[src/rtl/tf_inv_arb.sv]
// tf_inv_arb: round-robin front end that shares one fixed-latency
// transfer-function unit among NUM_REQ requesters. Each issue is tagged with
// its requester index, the tag travels alongside the unit pipeline, and the
// result lands in that requester's response register (valid/ready hold).
// Optional build macro TF_INV_ARB_STATS_EN adds issue/stall counters.
module tf_inv_arb #(
  parameter int NUM_REQ  = 4,
  parameter int BITS_IN  = 95,
  parameter int BITS_OUT = 64,
  parameter int TF_LAT   = 2,
  parameter int IDX_W    = 2
) (
  input  logic                         clk,
  input  logic                         rst,
  input  logic [NUM_REQ-1:0]           req_valid,
  output logic [NUM_REQ-1:0]           req_ready,
  input  logic [NUM_REQ*BITS_IN-1:0]   req_data,
  output logic [NUM_REQ-1:0]           rsp_valid,
  input  logic [NUM_REQ-1:0]           rsp_ready,
  output logic [NUM_REQ*BITS_OUT-1:0]  rsp_data,
  output logic [BITS_IN-1:0]           tf_ibus,
  input  logic [BITS_OUT-1:0]          tf_obus
`ifdef TF_INV_ARB_STATS_EN
  ,
  output logic [31:0]                  stat_issue,
  output logic [31:0]                  stat_stall
`endif
);

  // Requester bookkeeping
  logic [NUM_REQ-1:0]          busy_q, busy_d;
  logic [NUM_REQ-1:0]          eligible_s;
  logic [NUM_REQ-1:0]          accept_s;
  logic [NUM_REQ-1:0]          grant_s;
  logic                        gnt_vld_s;
  logic [IDX_W-1:0]            gnt_idx_s;
  logic [IDX_W-1:0]            ptr_q, ptr_d;

  // Issue stage and tag pipeline (index 0 is aligned with tf_ibus,
  // index TF_LAT is aligned with tf_obus)
  logic [BITS_IN-1:0]          ibus_q, ibus_d;
  logic [TF_LAT:0]             tag_vld_q, tag_vld_d;
  logic [IDX_W-1:0]            tag_idx_q [TF_LAT+1];
  logic [IDX_W-1:0]            tag_idx_d [TF_LAT+1];

  // Response registers
  logic [NUM_REQ-1:0]          rsp_valid_q, rsp_valid_d;
  logic [NUM_REQ*BITS_OUT-1:0] rsp_data_q, rsp_data_d;

  // Eligibility: idle, or freeing its slot by accepting a response this cycle; nothing is granted in reset
  always_comb begin
    accept_s = rsp_valid_q & rsp_ready;
    if (rst) begin
      eligible_s = '0;
    end else begin
      eligible_s = req_valid & (~busy_q | accept_s);
    end
  end

  // Round-robin scan from the pointer; first eligible requester wins, pointer moves past it
  always_comb begin
    int cand;
    grant_s   = '0;
    gnt_vld_s = 1'b0;
    gnt_idx_s = '0;
    ptr_d     = ptr_q;
    cand      = 0;
    for (int k = 0; k < NUM_REQ; k++) begin
      cand = int'(ptr_q) + k;
      if (cand >= NUM_REQ) begin
        cand = cand - NUM_REQ;
      end else begin
        cand = cand;
      end
      if (!gnt_vld_s && eligible_s[IDX_W'(cand)]) begin
        gnt_vld_s = 1'b1;
        gnt_idx_s = IDX_W'(cand);
      end else begin
        gnt_vld_s = gnt_vld_s;
      end
    end
    if (gnt_vld_s) begin
      grant_s[gnt_idx_s] = 1'b1;
      if (gnt_idx_s == IDX_W'(NUM_REQ - 1)) begin
        ptr_d = '0;
      end else begin
        ptr_d = gnt_idx_s + IDX_W'(1);
      end
    end else begin
      ptr_d = ptr_q;
    end
  end

  // Issue word (bubble of zeros when idle) and shift the {valid, idx} tag along the unit latency
  always_comb begin
    tag_vld_d    = '0;
    tag_idx_d[0] = gnt_idx_s;
    tag_vld_d[0] = gnt_vld_s;
    if (gnt_vld_s) begin
      ibus_d = req_data[int'(gnt_idx_s)*BITS_IN +: BITS_IN];
    end else begin
      ibus_d = '0;
    end
    for (int k = 1; k <= TF_LAT; k++) begin
      tag_vld_d[k] = tag_vld_q[k-1];
      tag_idx_d[k] = tag_idx_q[k-1];
    end
  end

  // Busy flags and response capture/hold per requester
  always_comb begin
    busy_d      = busy_q;
    rsp_valid_d = rsp_valid_q;
    rsp_data_d  = rsp_data_q;
    for (int i = 0; i < NUM_REQ; i++) begin
      if (grant_s[i]) begin
        busy_d[i] = 1'b1;
      end else if (accept_s[i]) begin
        busy_d[i] = 1'b0;
      end else begin
        busy_d[i] = busy_q[i];
      end
      if (tag_vld_q[TF_LAT] && (tag_idx_q[TF_LAT] == IDX_W'(i))) begin
        rsp_valid_d[i]                        = 1'b1;
        rsp_data_d[i*BITS_OUT +: BITS_OUT]    = tf_obus;
      end else if (accept_s[i]) begin
        rsp_valid_d[i] = 1'b0;
      end else begin
        rsp_valid_d[i] = rsp_valid_q[i];
      end
    end
  end

  // State registers; reset drops all in-flight tags so late unit results are ignored
  always_ff @(posedge clk) begin
    if (rst) begin
      busy_q      <= '0;
      ptr_q       <= '0;
      ibus_q      <= '0;
      tag_vld_q   <= '0;
      rsp_valid_q <= '0;
      rsp_data_q  <= '0;
      for (int k = 0; k <= TF_LAT; k++) begin
        tag_idx_q[k] <= '0;
      end
    end else begin
      busy_q      <= busy_d;
      ptr_q       <= ptr_d;
      ibus_q      <= ibus_d;
      tag_vld_q   <= tag_vld_d;
      rsp_valid_q <= rsp_valid_d;
      rsp_data_q  <= rsp_data_d;
      for (int k = 0; k <= TF_LAT; k++) begin
        tag_idx_q[k] <= tag_idx_d[k];
      end
    end
  end

  assign req_ready = grant_s;
  assign rsp_valid = rsp_valid_q;
  assign rsp_data  = rsp_data_q;
  assign tf_ibus   = ibus_q;

`ifdef TF_INV_ARB_STATS_EN
  logic [31:0] stat_issue_q, stat_stall_q;

  // Issue counter per grant; stall counter when someone is waiting but every valid requester is busy
  always_ff @(posedge clk) begin
    if (rst) begin
      stat_issue_q <= 32'd0;
      stat_stall_q <= 32'd0;
    end else begin
      if (gnt_vld_s) begin
        stat_issue_q <= stat_issue_q + 32'd1;
      end else begin
        stat_issue_q <= stat_issue_q;
      end
      if ((|req_valid) && !gnt_vld_s) begin
        stat_stall_q <= stat_stall_q + 32'd1;
      end else begin
        stat_stall_q <= stat_stall_q;
      end
    end
  end

  assign stat_issue = stat_issue_q;
  assign stat_stall = stat_stall_q;
`endif

endmodule
[config.mk]
export PLATFORM = sky130hd
export DESIGN_NAME = tf_inv_arb
export DESIGN_NICKNAME = d
export VERILOG_FILES = /design/src/rtl/tf_inv_arb.sv
export SDC_FILE = /design/constraint.sdc
export NUM_CORES = 1
export LEC_CHECK = 0
export BUFFER_PORTS_ARGS = -buffer_cell sky130_fd_sc_hd__buf_2
export CELL_PAD_IN_SITES_DETAIL_PLACEMENT = 0
export CELL_PAD_IN_SITES_GLOBAL_PLACEMENT = 2
export CORE_AREA = 4 4 316 318
export CTS_CLUSTER_DIAMETER = 200
export DETAILED_ROUTE_END_ITERATION = 16
export DIE_AREA = 0 0 320 322
export PLACE_DENSITY = 0.54
export SYNTH_ARGS = -nofsm -noshare
export SYNTH_HDL_FRONTEND = slang
export SYNTH_SLANG_ARGS = --single-unit
export TNS_END_PERCENT = 50
[constraint.sdc]
create_clock -name clk -period 1.94 [get_ports clk]
set_input_delay 0.291 -clock clk [delete_from_list [all_inputs] [get_ports clk]]
set_output_delay 0.291 -clock clk [all_outputs]
set_load 0.02 [all_outputs]
==> key figures, run 1 <==
Final layout
  • Non-filler cells, final: ~4200
  • Share of cells above drive strength 1: 0.369
  • Area Growth Syn to Fin: 92.3%
  • Cell area after layout: between 20000 and 30000 µm²
  • FILL cells: 10300
  • Fin nets: between 3000 and 4000

Setup path
  • Worst Reg-to-Reg Cells: 11
  • Worst flop-to-flop path endpoint: tf_ibus[48]$_SDFF_PP0_
  • Worst setup EP type: output port
  • Worst R2R Setup Slack: -0.34 ns
  • Worst EP arrival: ~2.3 ns
  • Crit path to: req_ready[2]
  • Type of the worst setup path: reg -> out
  • Worst r2r src: rsp_valid[0]$_SDFFE_PP0P_
  • Startpoint types: flip-flop
  • Max FO, Critical Path: 6
  • Critical Path Start: busy_q[3]$_SDFFE_PP0P_
  • Data required, critical path: between 1.5 and 2 ns

Yosys
  • Post-Synth Adder-Cell Area: 0.00352
  • Top-count cell post-synth: nand2_1
  • Synth Area in Simple Gates: 0.153
  • Largest family of logic cells by synthesized area: simple AND/OR/NAND/NOR gates
  • Seq/Total Area, Yosys: 0.521
  • Syn avg cell area: 8.76 µm²
  • Cell taking the most area after synthesis: dfxtp_1
  • Synth Flop Type: dfxtp_1
  • Commonest cells in the netlist: 517 x nand2_1, 370 x dfxtp_1, 261 x a21oi_1, 191 x mux2i_1, 95 x o22ai_1
  • Post-synth EDFFs: 0
  • Yosys cell types: 44
  • Yosys warnings: 0
  • Area contributors post-synth: dfxtp_1 52%, nand2_1 14%, mux2i_1 13%
  • Syn Nets: ~2100
  • Syn Inst Count: approximately 1600
  • Complex-gate fraction of the synthesized area: 0.145
  • Mux cell area share after synthesis: 0.134
  • Area fraction of the dominant cell type after synthesis: 0.521
  • Asr flop ratio synth: 0
  • Flops & latches, synth: 370
  • Mapped Area: between 10000 and 15000 µm²
  • Xor/xnor share of the synthesized area: 0

Power
  • Sw frac: 0.315
  • Total Power: approximately 25000 µW
  • Cell Pwr Density: around 900 nW/µm²
  • Seq pwr share: 0.349
  • Peak VDD IR: about 0.5 mV
  • Leak: 0.0125 µW
  • NetSw: a little under 8000 µW
  • Part of the power in combinational logic: 0.296
  • Power share of the clock group: 0.356
  • Int Power: 16800 µW

Timing
  • Worst Slack Setup Final: -0.606 ns
  • Max Fclk: about 0.4 GHz
  • Slew Limit Fails: 0
  • RSZ-0062 raised after global routing: yes
  • Final period util: 1.31
  • Minimum clock period: between 2 and 3 ns
  • Slew margin rel.: 0.561
  • Worst-Margin Slew: 0.658 ns
  • Hold WS: 0.0349 ns
  • Setup violations, final: 99
  • Skew final: around 0.016 ns
  • Final hold viol count: 0

Place
  • IO buf count: 812
  • GPL Wtd Cong: 0.873
  • Post-DP Area: between 20000 and 25000 µm²
  • HPWL after DPL: roughly 65000 µm
  • Cells after DPL: ~3700

Clock network
  • Clock sinks: 370
  • Clock Tree Buf Depth: 3
  • Worst-skew pair later-pin latency: ~0.61 ns
  • Clock-pin slew on the worst setup and hold paths: approximately 0.06 ns
  • TritonCTS Buffers: between 40 and 50
  • Root buf cell: clkbuf_16
  • TritonCTS clock tree: built
  • H-tree depth: 2

Global routing
  • Vias in the first global route: about 18000
  • First-pass GRT wire length: between 100000 and 150000 µm
  • GR Overflow Total: 0
  • Initial antenna violation count: 18
  • Largest net degree at the start of global routing: between 100 and 150
  • Gr usage total: 0.162

Floorplanning
  • Num rows: 114
  • Die X: 320 µm
  • Die height: ~320 µm
  • I/O Pins: 813
  • Core ar.: roughly 97000 µm²
  • DIE AREA: between 100000 and 150000 µm²
  • Starting density of the core: 0.147

Routing
  • Routed via count: ~17000
  • Per-cell routed wire length: roughly 21 µm
  • Drt pass-1 iters: 7
  • Detail Route Antenna Nets: 0
  • Detailed-route DRC error count: 0
  • Initial DRC Count: just over 600
  • Drt via density: about 4
  • Routed Wire Length: roughly 88000 µm

Status
  • Failing checks: negative setup slack
  • Outcome: complete, but fails checks

Job
  • Max_cap viols: 0

Min path
  • Hold crit path type: in -> reg
==> final cells by class <==
type,count,area (µm²),share of cell area
Inverter,5,23.8,0.000870
Tap cell,1276,1600,0.0584
Antenna cell,14,35.0,0.00128
Clock buffer,69,1350,0.0494
Multi-Input combinational cell,1121,6620,0.242
Sequential cell,370,7420,0.271
Timing Repair Buffer,1353,10100,0.371
Clock inverter,13,151,0.00554
==> cell usage in the layout, fill, tap and decap left out, types with 3 or more instances in the layout <==
cell type and count:
a21oi_1 261, buf_12 31, buf_16 17, buf_2 807, buf_4 48, buf_6 18
buf_8 9, bufbuf_16 3, clkbuf_1 14, clkbuf_16 49, clkbuf_8 8, clkinv_2 6
dfxtp_1 364, dfxtp_2 5, diode_2 14, dlygate4sd3_1 418, ha_4 3, inv_1 3
mux2i_1 158, mux2i_2 24, mux2i_4 9, nand2_1 515, nand2b_1 5, nor2_1 4
nor2b_1 6, o21a_1 3, o22ai_1 89, o22ai_2 6
==> layer usage <==
metal	up-vias	share of wire	wire length, µm	GRT usage
met5	-	0	0	0
li1	8097	-	-	-
met2	722	0.51	45300	0.298
met1	7939	0.36	31500	0.164
met4	0	0.061	5370	0.0932
met3	171	0.068	5980	0.0434
==> logic make-up (layout without fill, tap and decap cells) <==
logic type	after synthesis	after routing
AND/OR/NAND/NOR	553	553
AO/OA/AOI/OAI	373	373
flip-flops	370	370
multiplexers	191	191
buffers and inverters	132	1440
adder cells (fa/ha/maj)	4	4
other	0	14
==> power by group through the flow <==
stage | sequential [µW] | clock (µW) | combinational, µW
final | 8570 | 8750 | 7270
after global routing | 8640 | 9420 | 7640
after CTS | 8580 | 9180 | 7240
after detailed placement | 8730 | 0 | 5480
after global placement | 8740 | 0 | 5430
after floorplan | 9570 | 0 | 2010
==> through the flow <==
stage | utilization | setup WS [ns] | setup TNS [ns]
after floorplan | - | -0.0733 | -0.156
after global placement | 0.210 | -0.252 | -17.81
after detailed placement | 0.210 | -0.302 | -22.18
after CTS | 0.281 | -0.678 | -35.87
after global routing | 0.283 | -0.719 | -34.23
final | 0.283 | -0.606 | -24.16
==> registers in the layout, summed over array words and instances (netlist names) <==
| register | cells |
|---|---|
| rsp_data | 256 |
| tf_ibus | 95 |
| tag_idx_q | 6 |
| busy_q | 4 |
| rsp_valid | 4 |
| tag_vld_q | 3 |
| ptr_q | 2 |
==> worst min path at each step <==
stage                          startpoint                    endpoint  cells after the start
6_report                    req_data[296]      tf_ibus[11]$_SDFF_PP0_                      3
5_1_grt                     req_data[296]      tf_ibus[11]$_SDFF_PP0_                      3
4_1_cts                     req_data[310]      tf_ibus[25]$_SDFF_PP0_                      3
3_5_place_dp   tag_idx_q[0][2]$_SDFF_PP0_  tag_idx_q[0][4]$_SDFF_PP0_                      1
3_3_place_gp      tag_vld_q[0]$_SDFF_PP0_     tag_vld_q[1]$_SDFF_PP0_                      1
2_1_floorplan  tag_idx_q[0][0]$_SDFF_PP0_  tag_idx_q[0][2]$_SDFF_PP0_                      1
==> worst max-delay path, cell delays in order, from the launching register on <==
cell	delay, ns
dfxtp_1	0.30
a21boi_4	0.16
a2bb2oi_2	0.18
a2111o_1	0.41
nand2_4	0.13
clkinv_4	0.08
ha_4	0.15
and2_4	0.13
buf_6	0.13
==> repair_timing <==
item,4_1_cts,5_1_grt
gates resized for setup,115,32
buffers inserted,27,3
cloned,15,1
pin swaps,53,12
setup endpoints to repair,100,100
hold buffers,416,2
endpoints found under the hold margin,358,2
(Power assumes the default switching activity.)
==> inputs of run 2 (changes only) <==
--- a/config.mk
+++ b/config.mk
@@ -6,7 +6,7 @@
 export NUM_CORES = 1
 export LEC_CHECK = 0
 export BUFFER_PORTS_ARGS = -buffer_cell sky130_fd_sc_hd__buf_2
-export CELL_PAD_IN_SITES_DETAIL_PLACEMENT = 0
+export CELL_PAD_IN_SITES_DETAIL_PLACEMENT = 1
 export CELL_PAD_IN_SITES_GLOBAL_PLACEMENT = 2
 export CORE_AREA = 4 4 316 318
 export CTS_CLUSTER_DIAMETER = 200
==> key figures, run 2 (same netlist as run 1, synthesis figures left out) <==
Routing
  • Drt via density: 4.11 (+2.4%)
  • Detail Route Antenna Nets: 0 (unchanged)
  • Detailed-route DRC error count: 0 (unchanged)
  • Routed via count: 17200 (+1.8%)
  • Per-cell routed wire length: 22.2 µm (+6.5%)
  • Initial DRC Count: 591 (-4.1%)
  • Routed Wire Length: 93300 µm (+5.8%)
  • Drt pass-1 iters: 4 (-3)

Global routing
  • Vias in the first global route: 19200 (+6.2%)
  • GR Overflow Total: 0 (unchanged)
  • Largest net degree at the start of global routing: 107 (unchanged)
  • Initial antenna violation count: 25 (+7)
  • First-pass GRT wire length: 131000 µm (+6.7%)
  • Gr usage total: 0.172 (+0.0101)

Final layout
  • Fin nets: 3319 (-1.1%)
  • Area Growth Syn to Fin: 89.0%
  • FILL cells: 11400 (+10%)
  • Storage element area: 7410 µm² (about the same)
  • Commonest non-fill, non-tap cell in the layout: buf_2
  • Share of cells above drive strength 1: 0.373 (+0.00373)
  • Area occupied by multi-input gates: 6570 µm² (-0.68%)
  • Flip-flop count of the largest register after layout: 256 (unchanged)
  • Most frequent cells in the layout: 807 x buf_2, 515 x nand2_1, 380 x dlygate4sd3_1
  • Cell area after layout: 26900 µm² (-1.7%)

Min path
  • Hold crit path type: in -> reg

Place
  • HPWL after DPL: 67400 µm (+3.3%)
  • IO buf count: 812 (unchanged)
  • Post-DP Area: 20300 µm² (unchanged)
  • GPL Wtd Cong: 0.873 (unchanged)
  • Place WS: -0.301 ns (+0.000374 ns)

Power
  • Leak: 0.0123 µW (-1.5%)
  • Cell Pwr Density: 922 nW/µm² (+2.5%)
  • Peak VDD IR: 0.591 mV (+15%)

Floorplanning
  • I/O Pins: 813 (unchanged)
  • Starting density of the core: 0.147 (unchanged)
  • Core ar.: 96600 µm² (unchanged)
  • DIE AREA: 103000 µm² (unchanged)
  • Die X: 320 µm (unchanged)
  • Num rows: 114 (unchanged)
  • Die height: 322 µm (unchanged)

Job
  • Max_cap viols: 0 (unchanged)

Clock network
  • Root buf cell: clkbuf_16
  • Clock Tree Buf Depth: 3 (unchanged)
  • Clock sinks: 370 (unchanged)
  • H-tree depth: 2 (unchanged)
  • TritonCTS clock tree: built
  • Worst-skew pair later-pin latency: 0.60 ns (about the same)
  • TritonCTS Buffers: 49 (+2.1%)
  • Clock-pin slew on the worst setup and hold paths: 0.06 ns (about the same)

Timing
  • Final hold viol count: 0 (unchanged)
  • Slew margin rel.: 0.556 (-0.00546)
  • Skew final: 0.0200 ns (+0.00381 ns)
  • Setup violations, final: 99 (unchanged)
  • Minimum clock period: 2.52 ns (-0.0269 ns)
  • Worst-Margin Slew: 0.666 ns (+0.00819 ns)
  • RSZ-0062 raised after global routing: yes
  • Hold WS: 0.0412 ns (+0.00631 ns)
  • Final period util: 1.30 (-0.0138)
  • Setup TNS Final: -38.96 ns (-14.80 ns)
  • Worst Slack Setup Final: -0.579 ns (+0.0269 ns)
  • Max Fclk: 0.397 GHz (+1.1%)
  • Slew Limit Fails: 0 (unchanged)

Setup path
  • Crit-path max cell delay: 0.47 ns (+0.06 ns)
  • Startpoint types: flip-flop
  • Slowest stage cell, crit path: a2111o_1
  • Worst-path cell chain: a21bo_4 -> nand2_2 -> a2111o_1 -> nand2_4 -> clkinv_4 -> ha_4 -> and2_4 -> buf_6
  • Type of the worst setup path: reg -> out
  • Max FO, Critical Path: 5 (-1)
  • Worst EP arrival: 2.23 ns (-0.03 ns)
  • Worst setup EP type: output port
  • Data required, critical path: 1.65 ns (about the same)

Status
  • Failing checks: negative setup slack
  • Outcome: complete, but fails checks
==> run 2: path summary, 6_finish.rpt <==
kind | startpoint | to | slack [ns] | depth (start not counted)
max | busy_q[1]$_SDFFE_PP0P_ | req_ready[0] | -0.58 | 8
min | req_data[295] | tf_ibus[10]$_SDFF_PP0_ | 0.04 | 3
max reg2reg | busy_q[0]$_SDFFE_PP0P_ | tf_ibus[51]$_SDFF_PP0_ | -0.51 | 12
min reg2reg | tag_vld_q[0]$_SDFF_PP0_ | tag_vld_q[1]$_SDFF_PP0_ | 0.43 | 1
==> run 2: final cells by class <==
cell class                      instances  share of cell area
Tap cell                             1276              0.0594
Multi-Input combinational cell       1121               0.245
Clock buffer                           70              0.0519
Inverter                                5            0.000885
Antenna cell                           19             0.00177
Clock inverter                         19             0.00684
Sequential cell                       370               0.276
Timing Repair Buffer                 1314               0.359
==> run 2: timing repair <==
item,CTS,global route
gates cloned,14,0
endpoints found under the setup margin,100,100
hold endpoints to repair,340,0
pin swaps,60,3
hold buffers,380,0
setup buffers,27,2
gates resized for setup,114,10
==> run 2: per-stage QoR <==
step | std cells | total power, µW | util
finish | 4194 | 24800 | 0.278
global route | 4191 | 25900 | 0.278
CTS | 4173 | 25100 | 0.277
detailed placement | 3663 | 14300 | 0.210
global placement | 3663 | 14200 | 0.210
floorplan | 1623 | 11600 | -
==> run 2: power by group <==
part / leakage (µW) / switching, µW / internal [µW]
Clock: 0.000778 / 3790 / 5280
Combinational: 0.00851 / 3900 / 3230
Sequential: 0.00302 / 258 / 8330
==> run 2: critical path, delay by kind of cell, from the launching register on <==
kind / cells / cell delay, ns
AOI/OAI and AO/OA: 2 / 0.68
adders and majority gates: 1 / 0.15
buffers and inverters: 2 / 0.21
DFF: 1 / 0.30
and+or+nand+nor: 3 / 0.30
==> run 2: metal layers <==
layer	up-vias	global-route usage	wire, µm
met1	8256	0.172	32500
met2	725	0.318	47800
li1	8034	-	-
met3	210	0.0478	6810
met4	4	0.102	6160
met5	-	0	22
